<file path="src/rtl/pipelined_add_sub_if.sv">
// pipelined_add_sub_if: operand and result valid/ready bundle for pipelined_add_sub
interface pipelined_add_sub_if #(parameter int WIDTH = 16);
    logic             in_valid;
    logic             in_ready;
    logic [WIDTH-1:0] a;
    logic [WIDTH-1:0] b;
    logic [1:0]       mode;
    logic             cin;
    logic             out_valid;
    logic             out_ready;
    logic [WIDTH-1:0] sum;
    logic             carry;
    logic             overflow;
    logic             zero;
    modport master (
        output in_valid, a, b, mode, cin, out_ready,
        input  in_ready, out_valid, sum, carry, overflow, zero
    );
    modport slave (
        input  in_valid, a, b, mode, cin, out_ready,
        output in_ready, out_valid, sum, carry, overflow, zero
    );
endinterface

</file>
<file path="src/rtl/pipelined_add_sub.sv">
// pipelined_add_sub: CHUNK-bit-per-stage pipelined add/sub with carry, overflow and zero flags; define SATURATE_EN to clamp overflowed results to the signed limit
module pipelined_add_sub #(
    parameter int WIDTH = 16,
    parameter int CHUNK = 4
) (
    input logic               clk,
    input logic               rst_n,
    pipelined_add_sub_if.slave bus
);
    localparam int STAGES = WIDTH / CHUNK;
    localparam int LAST   = STAGES - 1;

    logic             en;
    logic             valid_q;
    logic             carry_q;
    logic             overflow_q;
    logic             zero_q;
    logic [WIDTH-1:0] sum_q;

    assign en            = bus.out_ready | ~valid_q;
    assign bus.in_ready  = en;
    assign bus.out_valid = valid_q;
    assign bus.sum       = sum_q;
    assign bus.carry     = carry_q;
    assign bus.overflow  = overflow_q;
    assign bus.zero      = zero_q;

    // Each stage adds the bottom slice of the operand bits still pending; pending
    // operands shrink and the finished sum grows by CHUNK bits per stage.
    for (genvar k = 0; k < STAGES; k++) begin : g_stage
        localparam int R = WIDTH - k * CHUNK;
        localparam int D = (k + 1) * CHUNK;
        logic [R-1:0]     a_i;
        logic [R-1:0]     b_i;
        logic             c_i;
        logic             v_i;
        logic [CHUNK:0]   p;
        logic [D-1:0]     s_n;
        if (k == 0) begin : g_in
            assign a_i = bus.a;
            assign b_i = bus.mode[0] ? ~bus.b : bus.b;
            assign c_i = bus.mode[1] ? bus.cin : bus.mode[0];
            assign v_i = bus.in_valid;
            assign s_n = p[CHUNK-1:0];
        end else begin : g_in
            assign a_i = g_stage[k-1].g_pipe.a_q;
            assign b_i = g_stage[k-1].g_pipe.b_q;
            assign c_i = g_stage[k-1].g_pipe.c_q;
            assign v_i = g_stage[k-1].g_pipe.v_q;
            assign s_n = {p[CHUNK-1:0], g_stage[k-1].g_pipe.s_q};
        end
        assign p = {1'b0, a_i[CHUNK-1:0]} + {1'b0, b_i[CHUNK-1:0]} + {{CHUNK{1'b0}}, c_i};
        if (k < LAST) begin : g_pipe
            logic [R-CHUNK-1:0] a_q;
            logic [R-CHUNK-1:0] b_q;
            logic [D-1:0]       s_q;
            logic               c_q;
            logic               v_q;
            // Move this stage's beat forward whenever the pipeline is enabled
            always_ff @(posedge clk) begin
                if (!rst_n) begin
                    v_q <= 1'b0;
                end else if (en) begin
                    v_q <= v_i;
                    a_q <= a_i[R-1:CHUNK];
                    b_q <= b_i[R-1:CHUNK];
                    s_q <= s_n;
                    c_q <= p[CHUNK];
                end
            end
        end
        if (k == LAST) begin : g_out
            logic             ovf;
            logic [WIDTH-1:0] res;
            // a_i/b_i msb here are the operand sign bits; their xor with the sum msb is the carry into the msb
            assign ovf = a_i[CHUNK-1] ^ b_i[CHUNK-1] ^ p[CHUNK-1] ^ p[CHUNK];
`ifdef SATURATE_EN
            assign res = ovf ? {a_i[CHUNK-1], {(WIDTH-1){~a_i[CHUNK-1]}}} : s_n;
`else
            assign res = s_n;
`endif
            // Register the result and flags; bubbles clear out_valid but keep the last result
            always_ff @(posedge clk) begin
                if (!rst_n) begin
                    valid_q    <= 1'b0;
                    sum_q      <= '0;
                    carry_q    <= 1'b0;
                    overflow_q <= 1'b0;
                    zero_q     <= 1'b0;
                end else if (en) begin
                    valid_q <= v_i;
                    if (v_i) begin
                        sum_q      <= res;
                        carry_q    <= p[CHUNK];
                        overflow_q <= ovf;
                        zero_q     <= ~|res;
                    end
                end
            end
        end
    end
endmodule

</file>
<file path="src/flat_wrapper.sv">
// flat-port wrapper written by rule: the top's interface ports become plain ports
module pipelined_add_sub_flat 
#(
    parameter int WIDTH = 16,
    parameter int CHUNK = 4
)
  (clk, rst_n, bus_in_valid, bus_a, bus_b, bus_mode, bus_cin, bus_out_ready, bus_in_ready, bus_out_valid, bus_sum, bus_carry, bus_overflow, bus_zero);
  pipelined_add_sub_if #(.WIDTH(WIDTH)) bus_i ();
  input logic clk;
  input logic rst_n;
  input wire logic [$bits(bus_i.in_valid)-1:0] bus_in_valid;
  input wire logic [$bits(bus_i.a)-1:0] bus_a;
  input wire logic [$bits(bus_i.b)-1:0] bus_b;
  input wire logic [$bits(bus_i.mode)-1:0] bus_mode;
  input wire logic [$bits(bus_i.cin)-1:0] bus_cin;
  input wire logic [$bits(bus_i.out_ready)-1:0] bus_out_ready;
  output wire logic [$bits(bus_i.in_ready)-1:0] bus_in_ready;
  output wire logic [$bits(bus_i.out_valid)-1:0] bus_out_valid;
  output wire logic [$bits(bus_i.sum)-1:0] bus_sum;
  output wire logic [$bits(bus_i.carry)-1:0] bus_carry;
  output wire logic [$bits(bus_i.overflow)-1:0] bus_overflow;
  output wire logic [$bits(bus_i.zero)-1:0] bus_zero;
  assign bus_i.in_valid = bus_in_valid;
  assign bus_i.a = bus_a;
  assign bus_i.b = bus_b;
  assign bus_i.mode = bus_mode;
  assign bus_i.cin = bus_cin;
  assign bus_i.out_ready = bus_out_ready;
  assign bus_in_ready = bus_i.in_ready;
  assign bus_out_valid = bus_i.out_valid;
  assign bus_sum = bus_i.sum;
  assign bus_carry = bus_i.carry;
  assign bus_overflow = bus_i.overflow;
  assign bus_zero = bus_i.zero;
  pipelined_add_sub #(.WIDTH(WIDTH), .CHUNK(CHUNK)) u_core (.clk(clk), .rst_n(rst_n), .bus(bus_i));
endmodule
</file>
<file path="config.mk">
export PLATFORM = sky130hd
export DESIGN_NAME = pipelined_add_sub_flat
export DESIGN_NICKNAME = d
export VERILOG_FILES = /design/src/rtl/pipelined_add_sub_if.sv /design/src/rtl/pipelined_add_sub.sv /design/src/flat_wrapper.sv
export SDC_FILE = /design/constraint.sdc
export NUM_CORES = 1
export LEC_CHECK = 0
export CORE_MARGIN = 2
export CORE_UTILIZATION = 35
export CTS_BUF_LIST = sky130_fd_sc_hd__clkbuf_16
export CTS_CLUSTER_DIAMETER = 200
export DETAILED_ROUTE_END_ITERATION = 7
export PLACE_DENSITY_LB_ADDON = 0.25
export SLEW_MARGIN = 20
export SYNTH_ARGS = -nofsm -noshare
export SYNTH_HDL_FRONTEND = slang
export SYNTH_SLANG_ARGS = --single-unit
</file>
<file path="constraint.sdc">
create_clock -name clk -period 3.5 [get_ports clk]
set_input_delay 0.35 -clock clk [delete_from_list [all_inputs] [get_ports clk]]
set_output_delay 0.35 -clock clk [all_outputs]
set_load 0.05 [all_outputs]
</file>
* Word level (Yosys, flattened, before mapping) *
Index checks and enable logic that the tools add are counted.

word-level totals
  flip-flop bits (word level) = 98
  bits of input ports = 39

cells by class
  add/subtract/negate cells = 8
  multiplexer cells = 2
  bitwise operators = 6
  reduce and logical (&&, ||, !) cells = 4

operator list
  operator              number
  adder 4 x 4 -> 5 bit  4
  adder 5 x 1 -> 5 bit  4
  two-way mux 16 bit    1
  NOT 16 bit            1
  OR reduction 16 bit   1
  AND reduction 2 bit   2
  XOR 1 bit             3
  zero test 1 bit       1
  two-way mux 1 bit     1
  NOT 1 bit             1
  bitwise OR 1 bit      1

* Depth between registers and ports, before layout *
  word-level depth = 4
  mapped depth = 8
  mapped depth without buffers = 8

* Worst setup path after synthesis *
No wires, ideal clock.

  path kind = reg2reg
  start = register u_core.valid_q, in the netlist u_core.bus.out_valid
  end = register u_core.g_stage[0].g_pipe.a_q[0], enable pin
  library setup time = 0.442 ns
  arrival time = 2.623 ns
  path slack = 0.435 ns
  stages on the path, launching flop included = 4
  clock period less this slack = 3.065 ns
  cell sequence = dfxtp_1 -> nand2b_4 -> buf_6 -> and2_1

on the way
  cells in the longest elaborated chain, start to end = 3

RTL lines
  item                                  line                     source
  from (decl)                           pipelined_add_sub.sv:14  logic valid_q;
  from (signal assigned)                pipelined_add_sub.sv:91  valid_q <= v_i;
  NOT 1 bit                             pipelined_add_sub.sv:20  assign en = bus.out_ready | ~valid_q;
  bitwise OR 1 bit                      pipelined_add_sub.sv:20
  net bus_in_ready                      flat_wrapper.sv:17       output wire logic [$bits(bus_i.in_ready)-1:0] bus_in_ready;
  AND reduction 2 bit (no source line)  -
  to (signal assigned)                  pipelined_add_sub.sv:65  a_q <= a_i[R-1:CHUNK];
  to (decl)                             pipelined_add_sub.sv:54  logic [R-CHUNK-1:0] a_q;

The timed path passes the listed nets, and every way through them passes these cells.
A chain may end at the register's enable or synchronous reset.

* Final worst setup path *
  start = input bus_mode[1]
  end = register u_core.g_stage[0].g_pipe.c_q, data pin

on the way
  cells in the longest elaborated chain, start to end = 2

RTL lines
  item                        line                     source
  from (decl)                 flat_wrapper.sv:14       input wire logic [$bits(bus_i.mode)-1:0] bus_mode;
  two-way mux 1 bit           pipelined_add_sub.sv:42  assign c_i = bus.mode[1] ? bus.cin : bus.mode[0];
  adder 5 x 1 -> 5 bit        pipelined_add_sub.sv:52  assign p = {1'b0, a_i[CHUNK-1:0]} + {1'b0, b_i[CHUNK-1:0]} + {{CHUNK{1'b0}}, c_i};
  net u_core.g_stage[0].p[4]  pipelined_add_sub.sv:37  logic [CHUNK:0] p;
  to (signal assigned)        pipelined_add_sub.sv:68  c_q <= p[CHUNK];
  to (decl)                   pipelined_add_sub.sv:57  logic c_q;

The timed path passes the listed nets, and every way through them passes these cells.

==> results.toml <==
[status]
status = "complete, no violations"

[worst_setup_path]
worstPathArrival_ns = 2.35
reg2regPathDepth = 8
path_max_fanout = 2
cp-start-kind = "input pin"
reg2reg_slack_ns = 1.34
path_cells = "clkdlybuf4s50_1 > mux2_2 > fa_1 > fa_1 > a21o_1 > a21o_1"
cp_slowest_stage_delay_ns = 0.47
r2r_end = "u_core.bus.zero"
path_class = "input pin to flop"
worstPathRequired_ns = 3.60
r2r-start = "u_core.g_stage[2].g_pipe.c_q"
crit_family = "adder cells"
path_buf_inv = 1
crit_slowest_cell = "clkdlybuf4s50_1"
end_kind = "flop"

[clock_tree]
cts_setup_buffers = 0
clock_path_buffers = 2
clk_latency_ns = 0.34
cts.hold.buffers_added = 0
cts.repair.resized = 0
clkTransAtPathRegs_ns = 0.06
htreeDepth = 3
cts_buffers = 9
cts_sinks = 98
clock_tree.root_cell = "clkbuf_16"
cts_tree = "done"

[layout]
antenna_cells = 0
instances_no_fill = 473
nets = 387
syn2layout_area_growth_pct = 25.97
drive_gt1_share_pct = 7.207

[sta]
tightest_slew_ns = 0.5056
rsz0062_at_grt = "false"
fin_crit_ns = 2.256
finalHoldViolations = 0
tns_ns = 0
finalSetupViolCount = 0
finClkSkew_ns = 0.006377
holdWs_ns = 0.4178
drv_slew = 0
finalCritPeriodShare_pct = 64.44
max_freq_mhz = 443.4
relSlewSlack_pct = 66.19

[synthesis]
synth_area_mm2 = 0.003913
synth_seq_cells = 98
synthDistinctLibCells = 34
yosys_warnings = 0
yosysSeqAreaShare_pct = 69.33
syn_avg_cell_area_um2 = 14.88
synthCells = 263
syn_nets = 322

[power]
ir_drop_v = 0.0002431
power.leakage_uw = 0.001879
powerDensity_mw_per_mm2 = 516.0

[placement]
port_buffers = 59
dpl.cell_count = 457
gp_congestion = 0.7230
dp.final_hpwl_mm = 3.846

[route]
routed_wl_mm = 5.692
via_per_inst = 4.317
wl_per_cell_um = 12.03
vias = 2042
drtPass1Iterations = 4
dr.first_iter.drc_count = 65
drc = 0
antenna_left = 0

[worst_hold_path]
worstHoldStart = "u_core.g_stage[0].g_pipe.a_q[11]"
hold_class = "flop to flop"
min_path_cells = 0
hold_path_end = "u_core.g_stage[1].g_pipe.a_q[7]"

[grt]
grt-ovfl-total = 0
grt_pass1_vias = 2054
antenna_found_initial = 0
grt_pass1_wl_mm = 9.377
grt.total_usage_pct = 10.52
grt_max_degree = 76

[die]
start_util_pct = 35.93
core_mm2 = 0.01089
rows = 38
dieArea_mm2 = 0.01204
ios = 60
die_w_um = 109.7
die_height_um = 109.7

[job]
max_cap_viol_count = 0
-- state kept, by name, summed over array words and instances, names as in the netlist --
signal / cells
u_core.g_stage.g_pipe.c_q: 3
u_core.bus.overflow: 1
u_core.bus.out_valid: 1
u_core.g_stage.g_pipe.b_q: 24
u_core.g_stage.g_pipe.s_q: 24
u_core.g_stage.g_pipe.a_q: 24
u_core.g_stage.g_pipe.v_q: 3
u_core.bus.sum: 16
u_core.bus.carry: 1
u_core.bus.zero: 1
-- logic make-up after synthesis --
family                     after synthesis  synth area share, %
DFF                                     98                69.33
and+or+nand+nor                         52                6.428
muxes                                    3               0.7995
adders and majority gates               20                7.931
AOI/OAI and AO/OA                       36                6.428
xor gates and xnor gates                25                5.596
buffers and inverters                   29                3.486
-- cells in the mapped netlist --
cell type   n  area [um2]
o21ai_2     1       8.760
fa_1        8       160.2
nand4_1     2       12.51
and3_1      1       6.260
xnor2_1     7       61.31
dfxtp_1    23       460.4
and2_4      1       8.760
nand2_2     1       6.260
o21ai_1     1       5.000
nand2b_1    2       12.51
and2_1      1       6.260
buf_4       3       22.52
nor2b_1     5       31.28
o211a_1     3       30.03
mux2i_1     2       20.02
nand2_1    31       116.4
ha_1       12       150.1
inv_1      21       78.83
o21ai_0     3       15.01
a21boi_0    3       22.52
nand3_1     1       5.000
nor4_1      2       12.51
mux2_2      1       11.26
a21o_1      7       52.55
buf_6       2       22.52
xor2_1     18       157.7
nor4b_1     1       8.760
clkbuf_1    2       7.510
buf_2       1       5.000
edfxtp_1   75        2252
nand2b_4    1       13.76
a21boi_1   11       82.58
nor2_1      3       11.26
a21oi_1     7       35.03
-- area by class of cell --
cell class | count | area, um2
Fill cell | 993 | 5959
Sequential cell | 98 | 2713
Multi-Input combinational cell | 136 | 1065
Timing Repair Buffer | 62 | 625.6
Clock buffer | 9 | 225.2
Tap cell | 140 | 175.2
Inverter | 21 | 78.83
Clock inverter | 7 | 46.29
-- placed cells by master (no fill, tap or decap), types with 2 or more instances in the layout --
cell type,count
edfxtp_1,75
clkdlybuf4s50_1,59
nand2_1,31
dfxtp_1,23
inv_1,21
xor2_1,18
ha_1,12
a21boi_1,11
clkbuf_16,9
fa_1,8
a21o_1,7
a21oi_1,7
xnor2_1,7
nor2b_1,5
o21ai_0,3
o211a_1,3
a21boi_0,3
nor2_1,3
nand2b_1,2
mux2i_1,2
nor4_1,2
nand4_1,2
clkinv_4,2
clkinv_2,2
clkinvlp_4,2
buf_4,2
-- metal layers --
metal	vias up	global-route usage (%)	wire [um]
met1	937	13.09	2686
met3	8	3.320	339
met2	56	15.78	2521
li1	1041	-	-
met5	-	0	0
met4	0	6.781	145
-- power by group --
group	switching, uW	leakage [uW]	internal, uW	total [uW]
combinational	133	0.000830	128	261
sequential	30.2	0.000920	1360	1390
clock	409	0.000129	478	887
total	572	0.00188	1970	2540
-- per-stage QoR --
stage | utilization (%) | instance area, um2 | power [uW] | setup slack (ns)
2_1_floorplan | - | 3913 | 1583 | 0.4353
3_3_place_gp | 42.77 | 4657 | 1679 | 0.9193
3_5_place_dp | 42.77 | 4657 | 1687 | 0.8966
4_1_cts | 45.27 | 4928 | 2587 | 1.260
5_1_grt | 45.27 | 4928 | 2669 | 1.204
6_report | 45.27 | 4928 | 2543 | 1.244
-- worst register-to-register path: stages, from the launching register on --
cell	delay, ns
edfxtp_1	0.33
inv_1	0.05
fa_1	0.46
inv_1	0.09
fa_1	0.43
nor4b_1	0.33
nand4_1	0.17
nor2_1	0.13
a21o_1	0.12
-- how the worst max path moves through the flow --
stage | startpoint | end | slack, ns | cells past startpoint
4_1_cts | bus_mode[1] | u_core.g_stage[0].g_pipe.c_q | 1.26 | 6
3_5_place_dp | bus_mode[1] | u_core.g_stage[0].g_pipe.c_q | 0.90 | 6
2_1_floorplan | u_core.bus.out_valid | u_core.g_stage[0].g_pipe.a_q[0] | 0.44 | 3
6_report | bus_mode[1] | u_core.g_stage[0].g_pipe.c_q | 1.24 | 6
3_3_place_gp | bus_mode[1] | u_core.g_stage[0].g_pipe.c_q | 0.92 | 6
5_1_grt | bus_mode[1] | u_core.g_stage[0].g_pipe.c_q | 1.20 | 6
Power figures use the tool's default switching activity.
